===== config.mk =====
export PLATFORM = sky130hd
export DESIGN_NAME = acc_seq_ctrl_flat
export DESIGN_NICKNAME = d
export VERILOG_FILES = /design/src/rtl/ldpc_pkg.sv /design/src/rtl/acc_seq_ctrl_if.sv /design/src/rtl/acc_seq_ctrl.sv /design/src/flat_wrapper.sv
export SDC_FILE = /design/constraint.sdc
export NUM_CORES = 1
export LEC_CHECK = 0
export ABC_AREA = 1
export CAP_MARGIN = 0
export CORE_AREA = 2 2 62 64
export DETAILED_ROUTE_END_ITERATION = 10
export DIE_AREA = 0 0 64 66
export GPL_TIMING_DRIVEN = 0
export PLACE_DENSITY = 0.74
export SLEW_MARGIN = 20
export SYNTH_ARGS = -nofsm -noshare
export SYNTH_HDL_FRONTEND = slang
export SYNTH_SLANG_ARGS = --single-unit
export TNS_END_PERCENT = 5

===== constraint.sdc =====
create_clock -name clk -period 1.5 [get_ports clk]
set_input_delay 0.15 -clock clk [delete_from_list [all_inputs] [get_ports clk]]
set_output_delay 0.15 -clock clk [all_outputs]
set_load 0.02 [all_outputs]

===== src/rtl/ldpc_pkg.sv =====
// Shared types and constants for the LDPC node-update datapath sequencers.
// Used by acc_seq_ctrl and its bus interface.
package ldpc_pkg;

    typedef enum logic [1:0] {
        IDLE  = 2'd0,
        FETCH = 2'd1,
        TAIL  = 2'd2,
        OUT   = 2'd3
    } seq_state_e;

    localparam logic [2:0] ACC_INIT_LOAD = 3'd1;
    localparam logic [2:0] ACC_INIT_NONE = 3'd0;
    localparam int         DW_DEF        = 16;

    // Index width that never collapses to zero bits for a single-entry range.
    function automatic int idx_w(input int n);
        return (n > 1) ? $clog2(n) : 1;
    endfunction

endpackage


===== src/rtl/acc_seq_ctrl_if.sv =====
// Memory / accumulator / node-sum bus of the accumulator sequencer.
// master = sequencer side, slave = RAM, accumulator and downstream stage.
interface acc_seq_ctrl_if
    import ldpc_pkg::*;
#(
    parameter int DW  = DW_DEF,
    parameter int AW  = 6,
    parameter int NIW = 3
);
    logic                 o_mem_rd;
    logic [AW-1:0]        o_mem_addr;
    logic signed [DW-1:0] i_mem_data;
    logic signed [DW-1:0] o_acc_data;
    logic                 o_acc_val;
    logic [2:0]           o_acc_init;
    logic signed [DW-1:0] i_acc_data;
    logic signed [DW-1:0] o_sum;
    logic                 o_sum_val;
    logic                 i_sum_rdy;
    logic [NIW-1:0]       o_node_idx;

    modport master (
        output o_mem_rd, o_mem_addr, o_acc_data, o_acc_val, o_acc_init,
        output o_sum, o_sum_val, o_node_idx,
        input  i_mem_data, i_acc_data, i_sum_rdy
    );

    modport slave (
        input  o_mem_rd, o_mem_addr, o_acc_data, o_acc_val, o_acc_init,
        input  o_sum, o_sum_val, o_node_idx,
        output i_mem_data, i_acc_data, i_sum_rdy
    );

endinterface


===== src/rtl/acc_seq_ctrl.sv =====
// Accumulator sequencer: fetches DEG edge messages per node, drives the accumulator
// and presents each node sum. Optional abort input enabled by ACC_SEQ_ABORT_EN.
module acc_seq_ctrl
    import ldpc_pkg::*;
#(
    parameter int DW    = DW_DEF,
    parameter int DEG   = 6,
    parameter int NODES = 8,
    parameter int AW    = $clog2(NODES * DEG),
    parameter int NIW   = idx_w(NODES)
) (
    input  logic clk,
    input  logic xrst,
    input  logic i_start,
`ifdef ACC_SEQ_ABORT_EN
    input  logic i_abort,
`endif
    output logic o_busy,
    output logic o_done,
    acc_seq_ctrl_if.master bus
);

    localparam int EW = $clog2(DEG);

    seq_state_e     state_r;
    seq_state_e     state_s;
    logic [EW-1:0]  edge_r;
    logic [EW-1:0]  edge_s;
    logic [NIW-1:0] node_r;
    logic [NIW-1:0] node_s;
    logic           rd_d_r;
    logic           init_d_r;
    logic           abort_s;
    logic           mem_rd_s;
    logic           last_edge_s;
    logic           last_node_s;

`ifdef ACC_SEQ_ABORT_EN
    assign abort_s = i_abort && (state_r != IDLE);
`else
    assign abort_s = 1'b0;
`endif

    assign mem_rd_s    = (state_r == FETCH);
    assign last_edge_s = (edge_r == EW'(DEG - 1));
    assign last_node_s = (node_r == NIW'(NODES - 1));

    // State, counters and accumulator-side delay registers.
    always_ff @(posedge clk) begin
        if (!xrst) begin
            state_r  <= IDLE;
            edge_r   <= '0;
            node_r   <= '0;
            rd_d_r   <= 1'b0;
            init_d_r <= 1'b0;
        end else begin
            state_r  <= state_s;
            edge_r   <= edge_s;
            node_r   <= node_s;
            // Abort drops any read still in flight so the accumulator sees nothing.
            rd_d_r   <= mem_rd_s && !abort_s;
            init_d_r <= mem_rd_s && (edge_r == '0) && !abort_s;
        end
    end

    // Next-state and counter advance; abort outranks every other transition.
    always_comb begin
        state_s = state_r;
        edge_s  = edge_r;
        node_s  = node_r;
        if (abort_s) begin
            state_s = IDLE;
            edge_s  = '0;
            node_s  = '0;
        end else begin
            case (state_r)
                IDLE: begin
                    if (i_start) begin
                        state_s = FETCH;
                        edge_s  = '0;
                        node_s  = '0;
                    end else begin
                        state_s = IDLE;
                    end
                end
                FETCH: begin
                    if (last_edge_s) begin
                        state_s = TAIL;
                        edge_s  = '0;
                    end else begin
                        state_s = FETCH;
                        edge_s  = edge_r + EW'(1);
                    end
                end
                TAIL: begin
                    state_s = OUT;
                end
                OUT: begin
                    if (bus.i_sum_rdy) begin
                        if (last_node_s) begin
                            state_s = IDLE;
                            node_s  = '0;
                        end else begin
                            state_s = FETCH;
                            node_s  = node_r + NIW'(1);
                        end
                    end else begin
                        state_s = OUT;
                    end
                end
                default: begin
                    state_s = IDLE;
                    edge_s  = '0;
                    node_s  = '0;
                end
            endcase
        end
    end

    // Output decode from state and the delayed read/init flags.
    always_comb begin
        o_busy         = (state_r != IDLE);
        o_done         = 1'b0;
        bus.o_mem_rd   = mem_rd_s;
        bus.o_mem_addr = '0;
        bus.o_acc_data = bus.i_mem_data;
        bus.o_acc_val  = rd_d_r;
        bus.o_acc_init = ACC_INIT_NONE;
        bus.o_sum      = '0;
        bus.o_sum_val  = 1'b0;
        bus.o_node_idx = node_r;

        if (mem_rd_s) begin
            bus.o_mem_addr = AW'((node_r * DEG) + edge_r);
        end else begin
            bus.o_mem_addr = '0;
        end

        if (init_d_r) begin
            bus.o_acc_init = ACC_INIT_LOAD;
        end else begin
            bus.o_acc_init = ACC_INIT_NONE;
        end

        if (state_r == OUT) begin
            bus.o_sum     = bus.i_acc_data;
            bus.o_sum_val = 1'b1;
            o_done        = bus.i_sum_rdy && last_node_s && !abort_s;
        end else begin
            bus.o_sum     = '0;
            bus.o_sum_val = 1'b0;
            o_done        = 1'b0;
        end
    end

endmodule


===== src/flat_wrapper.sv =====
// flat-port wrapper written by rule: the top's interface ports become plain ports
module acc_seq_ctrl_flat import ldpc_pkg::*;
#(
    parameter int DW    = DW_DEF,
    parameter int DEG   = 6,
    parameter int NODES = 8,
    parameter int AW    = $clog2(NODES * DEG),
    parameter int NIW   = idx_w(NODES)
)
  (clk, xrst, i_start, o_busy, o_done, bus_o_mem_rd, bus_o_mem_addr, bus_o_acc_data, bus_o_acc_val, bus_o_acc_init, bus_o_sum, bus_o_sum_val, bus_o_node_idx, bus_i_mem_data, bus_i_acc_data, bus_i_sum_rdy);
  acc_seq_ctrl_if #(.DW(DW), .AW(AW), .NIW(NIW)) bus_i ();
  input  logic clk;
  input  logic xrst;
  input  logic i_start;
  output logic o_busy;
  output logic o_done;
  output wire logic [$bits(bus_i.o_mem_rd)-1:0] bus_o_mem_rd;
  output wire logic [$bits(bus_i.o_mem_addr)-1:0] bus_o_mem_addr;
  output wire logic [$bits(bus_i.o_acc_data)-1:0] bus_o_acc_data;
  output wire logic [$bits(bus_i.o_acc_val)-1:0] bus_o_acc_val;
  output wire logic [$bits(bus_i.o_acc_init)-1:0] bus_o_acc_init;
  output wire logic [$bits(bus_i.o_sum)-1:0] bus_o_sum;
  output wire logic [$bits(bus_i.o_sum_val)-1:0] bus_o_sum_val;
  output wire logic [$bits(bus_i.o_node_idx)-1:0] bus_o_node_idx;
  input wire logic [$bits(bus_i.i_mem_data)-1:0] bus_i_mem_data;
  input wire logic [$bits(bus_i.i_acc_data)-1:0] bus_i_acc_data;
  input wire logic [$bits(bus_i.i_sum_rdy)-1:0] bus_i_sum_rdy;
  assign bus_o_mem_rd = bus_i.o_mem_rd;
  assign bus_o_mem_addr = bus_i.o_mem_addr;
  assign bus_o_acc_data = bus_i.o_acc_data;
  assign bus_o_acc_val = bus_i.o_acc_val;
  assign bus_o_acc_init = bus_i.o_acc_init;
  assign bus_o_sum = bus_i.o_sum;
  assign bus_o_sum_val = bus_i.o_sum_val;
  assign bus_o_node_idx = bus_i.o_node_idx;
  assign bus_i.i_mem_data = bus_i_mem_data;
  assign bus_i.i_acc_data = bus_i_acc_data;
  assign bus_i.i_sum_rdy = bus_i_sum_rdy;
  acc_seq_ctrl #(.DW(DW), .DEG(DEG), .NODES(NODES), .AW(AW), .NIW(NIW)) u_core (.clk(clk), .xrst(xrst), .i_start(i_start), .o_busy(o_busy), .o_done(o_done), .bus(bus_i));
endmodule

==> results of run 1 <==
-- cell usage after synthesis --
cell type / count / area share, %
o22ai_1: 1 / 0.65
nor2_2: 2 / 1.3
ha_1: 6 / 7.8
and2_1: 1 / 0.65
a31oi_1: 1 / 0.65
nor4_1: 1 / 0.65
nand2_2: 2 / 1.3
o21ai_4: 1 / 1.7
dfxtp_1: 10 / 21
o21ai_0: 8 / 4.2
nor3_1: 2 / 1.0
buf_4: 19 / 15
conb_1: 1 / 0.39
nand3_1: 6 / 3.1
a21oi_1: 8 / 4.2
nand2_1: 20 / 7.8
fa_1: 1 / 2.1
inv_1: 36 / 14
clkbuf_1: 1 / 0.39
nand3b_1: 1 / 0.78
nor2_1: 30 / 12
-- sequential cells by signal, summed over array words and instances (netlist names) --
| signal | count |
|---|---|
| u_core.bus.o_node_idx | 3 |
| u_core.edge_r | 3 |
| u_core.state_r | 2 |
| u_core.bus.o_acc_val | 1 |
| u_core.init_d_r | 1 |
-- repair_timing --
action                     in CTS  in global routing
setup buffers                   3                  2
hold buffers                    0                  0
gates resized for setup        77                 31
hold endpoints to repair        0                  0
setup endpoints to repair      26                 18
pin swaps                       5                  8
cloned                          0                  0
-- layout by cell type (no fill, tap or decap), types with 3 or more instances in the layout --
cell type | netlist | routed
a21oi_2 | 0 | 3
buf_6 | 0 | 4
buf_4 | 19 | 24
nand2_1 | 20 | 17
dfxtp_1 | 10 | 4
nand3_1 | 6 | 5
clkbuf_4 | 0 | 4
dfxtp_4 | 0 | 4
clkdlybuf4s50_1 | 0 | 38
nor2_1 | 30 | 25
nand2_2 | 2 | 4
ha_1 | 6 | 4
inv_1 | 36 | 35
buf_2 | 0 | 11
nor2_4 | 0 | 4
nor2_2 | 2 | 3
o21ai_0 | 8 | 6
dlygate4sd2_1 | 0 | 10
a21oi_1 | 8 | 5
-- worst max-delay path, stage by stage (launching register included) --
cell     delay (ns)
dfxtp_4        0.36
ha_4           0.28
inv_2          0.04
fa_2           0.38
nor2_4         0.13
nand3_2        0.08
nand2_2        0.08
nor2_4         0.04
buf_6          0.12
-- cells by family (layout without fill, tap and decap cells) --
family | after synthesis | count (layout) | synth area share [%]
buffers and inverters | 56 | 131 | 29.26
AND/OR/NAND/NOR | 65 | 65 | 28.35
adder cells (fa/ha/maj) | 7 | 7 | 9.883
flip-flops | 10 | 10 | 20.81
AO/OA/AOI/OAI | 19 | 19 | 11.32
other | 1 | 2 | 0.3897
-- path summary, 6_finish.rpt --
path,from,end,depth (start not counted),slack [ns]
worst max register to register,u_core.bus.o_node_idx[1],u_core.state_r[0],6,0.30
worst min register to register,u_core.edge_r[0],u_core.edge_r[0],2,0.53
worst max-delay path,u_core.bus.o_node_idx[0],bus_o_mem_addr[5],8,-0.42
worst min-delay path,xrst,u_core.bus.o_node_idx[1],3,0.53
-- power by group --
part	leakage, nW	switching [mW]	total (mW)	internal (mW)
Sequential	0.0854	0.0141	0.289	0.275
Clock	0.0210	0.0980	0.245	0.147
Combinational	0.846	0.161	0.342	0.181
Total	0.953	0.273	0.876	0.603
-- per-layer routing --
metal | up-vias | share of wire [%]
met1 | 470 | 40
li1 | 605 | -
met3 | 4 | 8.4
met5 | - | 0
met2 | 53 | 50
met4 | 0 | 1.6
-- through the flow --
stage / TNS (ns) / power (mW) / instance area, um2 / hold slack [ns]
final: -1.383 / 0.8760 / 1800 / 0.5256
after detailed placement: -5.024 / 0.6246 / 1738 / 0.5142
after global routing: -1.624 / 0.9302 / 1800 / 0.5592
after floorplan: -0.07157 / 0.4808 / 1017 / 0.2607
after global placement: -5.029 / 0.6209 / 1738 / 0.5078
after CTS: -2.016 / 0.8791 / 1817 / 0.4843
-- cell type report --
class | instances | area share [%]
clock buffers | 4 | 2.015
repair buffers | 71 | 34.89
multi-input cells | 93 | 31.83
flip-flops and latches | 10 | 12.09
plain buffers | 20 | 8.339
well taps | 48 | 3.336
inverters | 36 | 7.505
==> flow_summary.yaml, run 1 <==
finish:
  multi_input_area_um2: 573.1
  area_growth_pct: 87.13
  fin_util_pct: 50.70
  finalNonFillerCells: 282
  nNetsFinal: 278
  drive_gt1_share_pct: 32.48
  fill_cells: 357
  ff_latch_area_um2: 217.7
  n_antenna_cell: 0
pwr:
  power_density_nw_per_um2: 486.5
  ir_drop_uv: 374.9
  leakagePower_nw: 0.9528
grt:
  grt_use_total_pct: 11.66
  grt_pass1_wl_um: 3926
  grtUsageMet2_pct: 20.44
  grt_pass1_vias: 938
  grtUsageMet3_pct: 3.578
  grt_max_degree: 11
  grt-ovfl-total: 0
  antenna_found_initial: 0
  top_usage_layer: "met2"
  grt_use_met1_pct: 13.04
sta:
  min_period_ns: 1.923
  hold_viol: 0
  min_period_over_period_pct: 128.2
  clock.fmax_ghz: 0.5200
  grt_setup_unrepaired: "true"
  fin_skew_ns: 0.006361
  setup_viol: 4
  maxSlewViolCount: 0
  final.setup.worst_slack_ns: -0.4229
clock_network:
  tritoncts: "built"
  cts.sinks: 10
  cts_buffer_depth: 2
  cts_buffers: 3
  clk_pin_slew_ns: 0.06
  insertion_delay_ns: 0.27
  root_buffer: "clkbuf_4"
  htreeDepth: 1
detailed_routing:
  routed_wl_um: 2559
  vias_per_cell: 4.014
  ant_nets: 0
  num_vias: 1132
  wl_per_cell_um: 9.074
  post-route-drc-count: 0
  first_pass_iters: 4
  first_iter_violations: 17
yosys:
  postSynthCellCount: 158
  yosysSeqAreaShare_pct: 20.81
  yosysWarningCount: 0
  synth.avg_cell_area_um2: 6.090
  synth_area_um2: 962.2
  synth_cell_type_count: 21
  ys_ff_latch: 10
floorplan:
  fp.coreArea_um2: 3551
  die_w_um: 64
  ios: 85
  die-area_um2: 4224
  die_y_um: 66
  core.rowCount: 22
  initial_core_util_pct: 27.10
run_status:
  failed_checks: "setup timing"
  run_status: "finished, violations left"
hold_path:
  hold_path.class: "in -> reg"
worst_setup_path:
  crit_path_end_kind: "output pin"
  worstPathRequired_ns: 1.35
  critical_path_class: "reg -> out"
  cp-start-kind: "flip-flop"
  path_max_fanout: 3
  cp.arrival_ns: 1.77
place:
  place_ws_ns: -0.5819
  port_buffers: 66
  post-dp-hpwl_um: 2092
  place.gp.congestion: 0.7906
  place_inst: 273
flow_run:
  maxCapViolCount: 0
Note: power is estimated with default switching activity, not from simulation.
==> run 2, diff against run 1 <==
Settings changed: CORE_AREA 2 2 62 64 to 10 10 70 72, DIE_AREA 0 0 64 66 to 0 0 80 82.
==> flow_summary.yaml, run 2 (synthesized netlist as in run 1, its figures left out) <==
run_status:
  run_status: "finished, violations left"
  failed_checks: "setup timing"
sta:
  min_period_over_period_pct: 128.7
  grt_setup_unrepaired: "true"
  fin_skew_ns: 0.01031
  clock.fmax_ghz: 0.5181
  final.setup.worst_slack_ns: -0.4302
  min_period_ns: 1.930
  setup_viol: 15
  hold_viol: 0
  maxSlewViolCount: 0
clock_network:
  insertion_delay_ns: 0.27
  tritoncts: "built"
  cts_buffer_depth: 2
  htreeDepth: 1
  clk_pin_slew_ns: 0.07
  root_buffer: "clkbuf_4"
  cts.sinks: 10
  cts_buffers: 3
detailed_routing:
  first_iter_violations: 11
  vias_per_cell: 4.103
  routed_wl_um: 3400
  num_vias: 1153
  post-route-drc-count: 0
  ant_nets: 0
  wl_per_cell_um: 12.10
  first_pass_iters: 4
finish:
  area_growth_pct: 90.90
  fill_cells: 371
  final_common_cell: "clkdlybuf4s50_1"
  n_antenna_cell: 0
  finalNonFillerCells: 281
  final_cell_mix: "37 x clkdlybuf4s50_1, 35 x inv_1, 26 x nor2_1"
  nNetsFinal: 277
  drive_gt1_share_pct: 32.19
worst_setup_path:
  critical_path_class: "reg -> out"
  path_max_fanout: 4
  worstPathRequired_ns: 1.35
  cp-start-kind: "flip-flop"
  cp.arrival_ns: 1.78
  crit_path_end_kind: "output pin"
flow_run:
  maxCapViolCount: 0
floorplan:
  die_w_um: 80
  fp.coreArea_um2: 3578
  core.rowCount: 22
  die-area_um2: 6560
  ios: 85
  die_y_um: 82
  initial_core_util_pct: 26.89
hold_path:
  hold_path.class: "reg -> reg"
pwr:
  comb_power_share_pct: 41.3
  power_density_nw_per_um2: 455.3
  power.switching_uw: 273.0
  clockPowerShare_pct: 23.8
  ir_drop_uv: 323.9
  leakagePower_nw: 0.8965
  p_int_uw: 563.3
  seq_power_share_pct: 34.9
  sw_frac_of_total_pct: 32.64
place:
  post-dp-hpwl_um: 2832
  place.gp.congestion: 0.8437
  place_ws_ns: -0.5897
  place_inst: 273
  port_buffers: 66
grt:
  antenna_found_initial: 0
  grt-ovfl-total: 0
  grt_max_degree: 11
  grt_pass1_vias: 1168
  grt_pass1_wl_um: 5057
  grt_use_total_pct: 9.463
==> run 2: cell types whose count changed in the layout (fill, tap and decap cells not counted), sizes merged <==
cell	previous run	this run
clkdlybuf4s15	0	17
clkbuf	7	6
dlymetal6s2s	1	2
clkdlybuf4s50	38	37
dlygate4sd2	10	3
buf	39	29
==> run 2: power groups by stage <==
stage	registers, mW	logic (mW)	clock network [mW]
2_1_floorplan	0.304	0.177	0
3_3_place_gp	0.299	0.326	0
3_5_place_dp	0.300	0.329	0
4_1_cts	0.292	0.345	0.203
5_1_grt	0.294	0.380	0.215
6_report	0.292	0.345	0.199
==> run 2: per-layer routing <==
| metal | GRT usage, % | part of all wire, % | vias to the layer above |
|---|---|---|---|
| li1 | - | - | 605 |
| met4 | 4.225 | 1.6 | 0 |
| met1 | 8.820 | 34 | 506 |
| met5 | 0 | 0 | - |
| met3 | 3.603 | 9.2 | 5 |
| met2 | 17.98 | 55 | 37 |
==> run 2: final cells by class <==
| cell class | instances | area (um2) | share of cell area [%] |
|---|---|---|---|
| plain buffers | 20 | 147.6 | 8.038 |
| clock buffers | 4 | 26.28 | 1.431 |
| inverters | 36 | 135.1 | 7.357 |
| multi-input cells | 93 | 553.0 | 30.11 |
| flip-flops and latches | 10 | 211.5 | 11.51 |
| well taps | 48 | 60.06 | 3.270 |
| repair buffers | 70 | 703.2 | 38.28 |
==> run 2: path summary, 6_finish.rpt <==
kind,endpoint,startpoint,cells after the start,slack [ns]
setup reg to reg,u_core.state_r[0],u_core.bus.o_node_idx[0],6,0.32
hold reg to reg,u_core.init_d_r,u_core.edge_r[1],1,0.48
hold / removal,u_core.init_d_r,u_core.edge_r[1],1,0.48
setup / recovery,bus_o_mem_addr[5],u_core.bus.o_node_idx[0],8,-0.43
==> run 2: what timing repair did <==
| item | 4_1_cts | 5_1_grt |
|---|---|---|
| hold buffers | 0 | 0 |
| endpoints found under the setup margin | 26 | 26 |
| pin swaps | 6 | 4 |
| buffers inserted | 4 | 0 |
| resized for setup | 86 | 18 |
==> run 2: critical path: stages (launching register included) <==
cell     delay, ns
dfxtp_4       0.37
ha_4          0.28
inv_2         0.04
fa_2          0.38
nor2_4        0.12
nand3_2       0.08
nand2_2       0.08
nor2_4        0.03
buf_6         0.12
==> run 2: through the flow <==
stage,power (mW),hold slack (ns),cell area [um2],util (%),TNS (ns)
detailed placement,0.6292,0.5236,1738,48.57,-5.244
CTS,0.8391,0.5099,1821,50.87,-3.912
global placement,0.6248,0.5080,1738,48.57,-5.191
global route,0.8886,0.5128,1837,51.33,-4.091
finish,0.8363,0.4822,1837,51.33,-2.355
floorplan,0.4808,0.2607,1017,-,-0.07157
==> run 3, diff against run 2 <==
Settings changed: PLACE_DENSITY 0.74 to 0.79.
==> flow_summary.yaml, run 3 (synthesized netlist as in run 1, its figures left out) <==
sta:
  grt_setup_unrepaired: "true"
  clock.fmax_ghz: 0.5245
  setup_viol: 4
  min_period_ns: 1.907
  fin_skew_ns: 0.004522
  fin_hold_ws_ns: 0.4654
  final.setup.worst_slack_ns: -0.4066
  fin_setup_tns_ns: -1.334
  min_period_over_period_pct: 127.1
  hold_viol: 0
  maxSlewViolCount: 0
detailed_routing:
  num_vias: 1130
  post-route-drc-count: 0
  vias_per_cell: 4.036
  ant_nets: 0
  wl_per_cell_um: 11.34
  first_pass_iters: 4
  first_iter_violations: 12
  routed_wl_um: 3176
clock_network:
  cts_buffer_depth: 2
  cts.sinks: 10
  clk_pin_slew_ns: 0.07
  htreeDepth: 1
  root_buffer: "clkbuf_4"
  tritoncts: "built"
  cts_buffers: 3
  insertion_delay_ns: 0.26
place:
  port_buffers: 66
  post-dp-hpwl_um: 2765
  dpl_cell_area_um2: 1738
  place.gp.congestion: 0.8570
finish:
  nNetsFinal: 276
  fin_util_pct: 50.28
  final_area_um2: 1799
  n_antenna_cell: 0
  drive_gt1_share_pct: 34.91
  area_growth_pct: 87.00
  final_cell_mix: "38 x clkdlybuf4s50_1, 34 x inv_1, 25 x nor2_1"
  final_common_cell: "clkdlybuf4s50_1"
worst_setup_path:
  cp-start-kind: "flip-flop"
  cp.arrival_ns: 1.76
  critical_path_class: "reg -> out"
  path_max_fanout: 3
  crit_path_end_kind: "output pin"
  worstPathRequired_ns: 1.35
pwr:
  leakagePower_nw: 0.9035
  power_density_nw_per_um2: 484.7
  ir_drop_uv: 292.6
floorplan:
  die_y_um: 82
  core.rowCount: 22
  fp.coreArea_um2: 3578
  initial_core_util_pct: 26.89
  die_w_um: 80
  die-area_um2: 6560
  ios: 85
run_status:
  failed_checks: "setup timing"
  run_status: "finished, violations left"
hold_path:
  hold_path.class: "reg -> reg"
flow_run:
  maxCapViolCount: 0
grt:
  grt_use_total_pct: 9.534
  antenna_found_initial: 0
  grt_max_degree: 11
  grt_pass1_vias: 1140
  grt-ovfl-total: 0
  grt_pass1_wl_um: 5161
==> run 3: cell types whose count changed in the layout (fill, tap and decap cells not counted), moves of 2 or more <==
cell             delta
buf_2               +7
clkbuf_2            +3
clkdlybuf4s15_2    -11
dfxtp_4             +2
==> run 3: final timing paths <==
| path | from | cells past startpoint | slack [ns] | end |
|---|---|---|---|---|
| worst max-delay path | u_core.bus.o_node_idx[0] | 8 | -0.41 | bus_o_mem_addr[5] |
| worst min-delay path | u_core.edge_r[1] | 1 | 0.47 | u_core.init_d_r |
| worst max register to register | u_core.bus.o_node_idx[1] | 6 | 0.31 | u_core.state_r[0] |
| worst min register to register | u_core.edge_r[1] | 1 | 0.47 | u_core.init_d_r |
==> run 3: cell type report <==
class	count	area [um2]
plain buffers	20	147.6
clock buffers	4	36.28
fillers	371	1779
inverters	36	135.1
multi-input cells	93	573.1
flip-flops and latches	10	217.7
well taps	48	60.06
repair buffers	69	629.4
==> run 3: per-layer routing <==
metal  vias to the layer above  global-route usage, %  wire length (um)
met4                         0                  4.225                32
met2                        44                  15.81              1566
met5                         -                      0                 0
li1                        608                      -                 -
met3                         2                  5.022               399
met1                       476                  9.888              1178
==> run 3: repair_timing <==
item | in CTS | in global routing
gates resized for setup | 80 | 39
endpoints found under the setup margin | 26 | 25
buffers inserted | 3 | 0
hold buffers | 0 | 0
pin swaps | 6 | 6
==> run 3: critical path: stages (launching register included) <==
cell,delay (ns)
dfxtp_4,0.36
ha_4,0.28
inv_2,0.04
fa_2,0.38
nor2_4,0.12
nand3_2,0.07
nand2_2,0.08
nor2_4,0.03
buf_6,0.12
==> run 3: per-stage QoR <==
step	total power, mW	cells	setup WS (ns)
2_1_floorplan	0.4808	159	-0.03774
6_report	0.8720	280	-0.4066
3_5_place_dp	0.6293	273	-0.6036
5_1_grt	0.9308	280	-0.4757
4_1_cts	0.8838	280	-0.4859
3_3_place_gp	0.6241	273	-0.5997
==> run 3: where the power goes <==
group,switching (mW),internal [mW],total (mW)
combinational,0.162,0.180,0.342
sequential,0.0146,0.275,0.289
clock,0.0934,0.147,0.241
